===== config.mk =====
export PLATFORM = sky130hd
export DESIGN_NAME = lmsm_sequencer
export DESIGN_NICKNAME = d
export VERILOG_FILES = /design/src/rtl/lmsm_pkg.sv /design/src/rtl/lmsm_sequencer_prienc.sv /design/src/rtl/lmsm_sequencer.sv
export SDC_FILE = /design/constraint.sdc
export NUM_CORES = 1
export LEC_CHECK = 0
export CORE_MARGIN = 2
export CORE_UTILIZATION = 46
export CTS_CLUSTER_SIZE = 12
export DETAILED_ROUTE_END_ITERATION = 7
export GPL_TIMING_DRIVEN = 1
export PLACE_DENSITY = 0.85
export SYNTH_ARGS = -nofsm -noshare
export SYNTH_HDL_FRONTEND = slang
export SYNTH_SLANG_ARGS = --single-unit

===== constraint.sdc =====
create_clock -name clk -period 3.3 [get_ports clk]
set_input_delay 0.495 -clock clk [delete_from_list [all_inputs] [get_ports clk]]
set_output_delay 0.495 -clock clk [all_outputs]
set_load 0.05 [all_outputs]

===== src/rtl/lmsm_pkg.sv =====
// Shared types and widths for the LM/SM micro-op sequencer.
package lmsm_pkg;

    localparam int DATA_W = 16;
    localparam int REG_W  = 3;
    localparam int LIST_W = 8;

    typedef enum logic [0:0] {
        ST_IDLE = 1'b0,
        ST_RUN  = 1'b1
    } state_e;

    typedef struct packed {
        logic              is_sm;
        logic [REG_W-1:0]  rsel;
        logic [DATA_W-1:0] addr;
        logic              last;
    } uop_t;

endpackage


===== src/rtl/lmsm_sequencer_prienc.sv =====
// Lowest-set-bit priority encoder over the remaining register list.
module lmsm_prienc
    import lmsm_pkg::*;
(
    input  logic [LIST_W-1:0] i_list,
    output logic [REG_W-1:0]  o_index,
    output logic              o_any,
    output logic [LIST_W-1:0] o_onehot
);

    // Scan from the top so the lowest set bit is the final assignment.
    always_comb begin
        o_index = '0;
        for (int i = LIST_W - 1; i >= 0; i--) begin
            if (i_list[i]) begin
                o_index = REG_W'(i);
            end
        end
    end

    assign o_any    = |i_list;
    assign o_onehot = i_list & (~i_list + LIST_W'(1));

endmodule


===== src/rtl/lmsm_sequencer.sv =====
// LM/SM micro-op sequencer: expands a register bitmap into one load/store
// micro-op per set bit at consecutive addresses, stalling decode meanwhile.
// Optional build macro: LMSM_STATS_EN adds o_uop_count (saturating count of
// accepted micro-ops, cleared only by reset).
//
// state | meaning
// IDLE  | waiting for an LM/SM from decode
// RUN   | issuing micro-ops from the latched list
module lmsm_sequencer
    import lmsm_pkg::*;
(
    input  logic              clk,
    input  logic              rst_n,
    input  logic              i_start,
    input  logic              i_is_sm,
    input  logic [LIST_W-1:0] i_reg_list,
    input  logic [DATA_W-1:0] i_base_addr,
    input  logic              i_ex_ready,
    input  logic              i_flush,
    output logic              o_stall_req,
    output logic              o_uop_valid,
    output logic              o_uop_is_sm,
    output logic [REG_W-1:0]  o_uop_reg,
    output logic [DATA_W-1:0] o_uop_addr,
    output logic              o_uop_last,
    output logic              o_done
`ifdef LMSM_STATS_EN
    ,
    output logic [15:0]       o_uop_count
`endif
);

    localparam logic [0:0] S_IDLE = 1'(ST_IDLE);
    localparam logic [0:0] S_RUN  = 1'(ST_RUN);

    logic [0:0]        r_state;
    logic              r_is_sm;
    logic [LIST_W-1:0] r_list;
    logic [DATA_W-1:0] r_addr;
    logic              r_done;

    logic [REG_W-1:0]  w_idx;
    logic              w_any;
    logic [LIST_W-1:0] w_onehot;
    logic              w_run;
    logic              w_last;
    logic              w_accept;
    logic              w_start_ok;
    logic              w_start_empty;
    uop_t              w_uop;

    lmsm_prienc u_prienc (
        .i_list   (r_list),
        .o_index  (w_idx),
        .o_any    (w_any),
        .o_onehot (w_onehot)
    );

    assign w_run         = (r_state == S_RUN);
    assign w_last        = w_run & w_any & (r_list == w_onehot);
    // Flush outranks completion, so a flushed micro-op is never accepted.
    assign w_accept      = w_run & i_ex_ready & ~i_flush;
    assign w_start_ok    = ~w_run & i_start & ~i_flush & (|i_reg_list);
    assign w_start_empty = ~w_run & i_start & ~i_flush & ~(|i_reg_list);

    // Micro-op fields are zeroed outside RUN so idle outputs read as 0.
    assign w_uop = '{is_sm: r_is_sm & w_run,
                     rsel:  w_run ? w_idx  : '0,
                     addr:  w_run ? r_addr : '0,
                     last:  w_last};

    assign o_uop_valid = w_run;
    assign o_uop_is_sm = w_uop.is_sm;
    assign o_uop_reg   = w_uop.rsel;
    assign o_uop_addr  = w_uop.addr;
    assign o_uop_last  = w_uop.last;
    assign o_done      = r_done;
    assign o_stall_req = (w_run & ~(w_last & i_ex_ready))
                       | (~w_run & i_start & (|i_reg_list));

    // Sequencer state, latched instruction and remaining list.
    always_ff @(posedge clk or negedge rst_n) begin
        if (!rst_n) begin
            r_state <= S_IDLE;
            r_is_sm <= 1'b0;
            r_list  <= '0;
            r_addr  <= '0;
            r_done  <= 1'b0;
        end else begin
            r_done <= 1'b0;
            if (i_flush) begin
                r_state <= S_IDLE;
                r_list  <= '0;
            end else if (w_start_ok) begin
                r_state <= S_RUN;
                r_is_sm <= i_is_sm;
                r_list  <= i_reg_list;
                r_addr  <= i_base_addr;
            end else if (w_start_empty) begin
                r_done <= 1'b1;
            end else if (w_accept) begin
                r_list <= r_list & ~w_onehot;
                r_addr <= r_addr + DATA_W'(1);
                if (w_last) begin
                    r_state <= S_IDLE;
                    r_done  <= 1'b1;
                end
            end
        end
    end

`ifdef LMSM_STATS_EN
    logic [15:0] r_uop_count;

    // Saturating count of accepted micro-ops.
    always_ff @(posedge clk or negedge rst_n) begin
        if (!rst_n) begin
            r_uop_count <= '0;
        end else if (w_accept && (r_uop_count != 16'hFFFF)) begin
            r_uop_count <= r_uop_count + 16'd1;
        end
    end

    assign o_uop_count = r_uop_count;
`endif

endmodule


==> flow_summary_export.csv <==
group,metric,value,unit
run_status,status,"complete, no violations",
setup_path,cp-end-kind,"output port",
setup_path,r2r-end,"r_addr[4]",
setup_path,critPathBufInv,1,
cts,clkSlewWorstSetupHoldPaths,0.15,ns
grt,grt_usage,0.204,
cells_and_area,n_antenna_cell,0,
cts,cts_tree,"built",
setup_path,r2r-start,"o_uop_valid",
cells_and_area,final_nets,270,
sta,max_slew_margin,0.512,
floorplan,ios,54,
setup_path,crit_path_end,"o_uop_last",
synthesis,netlist_instances,187,
synthesis,ys_types,42,
synthesis,syn_avg_cell_area,8.95,um2
min_path,hold_path.class,"flip-flop to flip-flop",
sta,tns,0,ns
pwr,max-vdd-ir-drop,0.192,mV
floorplan,die_x,64.3,um
sta,fmax,353,MHz
sta,rsz0062_at_grt,"no",
floorplan,die_y,64.3,um
sta,clock_skew,0.00721,ns
sta,finalCritPeriodShare,0.859,
drt,wl,3960,um
setup_path,crit_type,"flip-flop to output port",
cts,cts_buffers,3,
synthesis,synth_edf_count,0,
synthesis,synth_adder_area_share,0.0135,
cells_and_area,fillers,301,
setup_path,ff2ff_setup_slack,0.94,ns
synthesis,synthMuxAreaShare,0.0127,
drt,wl_per_cell,13.9,um
placement,io_buffers,53,
cells_and_area,drive_gt1_frac,0.0546,
placement,dp_hpwl,3030,um
drt,postRouteAntennaNets,0,
setup_path,cpPeakStageDelay,0.48,ns
synthesis,synthTopCellsByCount,"27 x dfrtp_1, 22 x nand2_1, 18 x and2_1",
grt,grt-ovfl-total,0,
setup_path,setup.worst_path.start,"r_list[1]",
floorplan,start_util,0.490,
synthesis,synth_top_family_by_area,"simple AND/OR/NAND/NOR gates",
synthesis,syn-num-nets,218,
synthesis,synth_ff_type,"dfrtp_1",
sta,period_minus_slack,2.83,ns
setup_path,cp_data_arrival_time,2.34,ns
placement,dp_slack,0.446,ns
pwr,power.density,438,nW/um2
cts,htree_levels,1,
synthesis,synth.most_common_cell,"dfrtp_1",
setup_path,cp.depth,6,
synthesis,synth_compound_area_frac,0.171,
synthesis,ys_seq_area_frac,0.404,
grt,grt_max_degree,28,
floorplan,die_area,4140,um2
synthesis,netlist.top_cell.by_area,"dfrtp_1",
setup_path,critPathTopFamily,"simple AND/OR/NAND/NOR gates",
grt,grt_pass1_vias,1475,
synthesis,synth_xor_area_frac,0.0575,
setup_path,critPathLaunchType,"flip-flop",
grt,antenna_found_initial,0,
sta,final-setup-viol-count,0,
synthesis,async_reset_ff_frac,1.00,
drt,firstDrtPassIters,4,
cts,cts.sinks,27,
drt,vias,1568,
cts,cts_buffer_depth,2,
setup_path,path_max_fanout,8,
synthesis,ys_seq_elements,27,
drt,viasPerCell,5.52,
sta,fin_hold_ws,0.509,ns
sta,finalHoldViolCount,0,
grt,grt_pass1_wl,6720,um
cts,hold_buffers,0,
floorplan,num_rows,21,
placement,gp_congestion,0.913,
pwr,leakagePower,0.000892,uW
sta,setup_ws,0.467,ns
setup_path,cp.required,2.80,ns
floorplan,coreArea,3420,um2
synthesis,synth_warnings,0,
flow_run,cap_violations,0,
sta,tightest_slew,0.730,ns
setup_path,crit_chain,"or3_1, nor3_1, o21ai_0, nand2_1, and3_1, dlymetal6s2s_1",
synthesis,synth_top_area_frac,0.404,
setup_path,cp_slowest_cell,"dfrtp_1",
drt,drtIter0Drc,105,
cts,cts-root-buf,"clkbuf_4",
synthesis,synth_area_leaders,"dfrtp_1 40%, and2_1 6.7%, nand2_1 4.9%",
setup_path,rr_worst_depth,5,
synthesis,synth-simple-area-share,0.303,
drt,drc,0,
cells_and_area,syn_to_final_growth,34.7,%
sta,drv_slew,0,
cts,clkLatencyLatePin,0.32,ns
synthesis,netlist_area,1670,um2
[area by class of cell]
class | instances | area [um2] | area share
multi-input combinational | 149 | 935 | 0.415
tap | 46 | 57.6 | 0.0255
timing repair buffer | 56 | 553 | 0.245
sequential | 27 | 676 | 0.300
inverter | 2 | 7.51 | 0.00333
clock buffer | 4 | 26.3 | 0.0117
[sequential cells by signal, summed over array words and instances (netlist names)]
signal	cells
r_list	8
r_is_sm	1
o_done	1
o_uop_valid	1
r_addr	16
[repair_timing]
| item | CTS | global route |
|---|---|---|
| setup endpoints to repair | 0 | 1 |
| buffers inserted | 0 | 0 |
| resized for setup | 0 | 1 |
[per-stage QoR]
stage          power (uW)   util  cell area [um2]  cells
6_report              988  0.660             2250    284
5_1_grt              1050  0.660             2250    284
4_1_cts               991  0.659             2250    284
3_5_place_dp          851  0.652             2230    280
3_3_place_gp          843  0.652             2230    280
2_1_floorplan         705      -             1670    187
[cell families after synthesis]
family,count (synthesis)
compound gates,43
xor+xnor,11
fa+ha+maj,2
buf+inv,11
flops,27
mux,2
simple gates,91
[routing by layer]
| metal | vias to the layer above | share of wire | track usage |
|---|---|---|---|
| met1 | 743 | 0.46 | 0.280 |
| met4 | 0 | 0.0083 | 0.0612 |
| met2 | 40 | 0.49 | 0.337 |
| li1 | 783 | - | - |
| met5 | - | 0 | 0 |
| met3 | 2 | 0.040 | 0.0264 |
[power by group]
part           internal (uW)  switching [uW]
sequential               384            73.3
clock                   47.3            96.6
combinational            164             222
[how the worst min path moves through the flow]
stage | startpoint | to | slack [ns] | depth (start not counted)
after floorplan | rst_n | o_done | 0.20 | 0
after global placement | r_is_sm | r_is_sm | 0.46 | 1
after detailed placement | r_is_sm | r_is_sm | 0.48 | 1
after CTS | r_is_sm | r_is_sm | 0.51 | 1
after global routing | r_is_sm | r_is_sm | 0.53 | 1
final | r_is_sm | r_is_sm | 0.51 | 1
[cells in the final DEF, fill, tap and decap left out, drive strengths merged, types with 4 or more instances in the layout]
| cell type | netlist | layout |
|---|---|---|
| clkdlybuf4s50 | 0 | 51 |
| dfrtp | 27 | 27 |
| nand2 | 22 | 22 |
| and2 | 19 | 19 |
| o21ai | 19 | 19 |
| nor2 | 12 | 12 |
| xor2 | 9 | 9 |
| nor3 | 8 | 8 |
| a32o | 6 | 6 |
| nand4 | 6 | 6 |
| and3 | 5 | 5 |
| or3 | 4 | 4 |
| o31ai | 4 | 4 |
| buf | 3 | 4 |
| clkbuf | 6 | 4 |
Power figures use the tool's default switching activity.
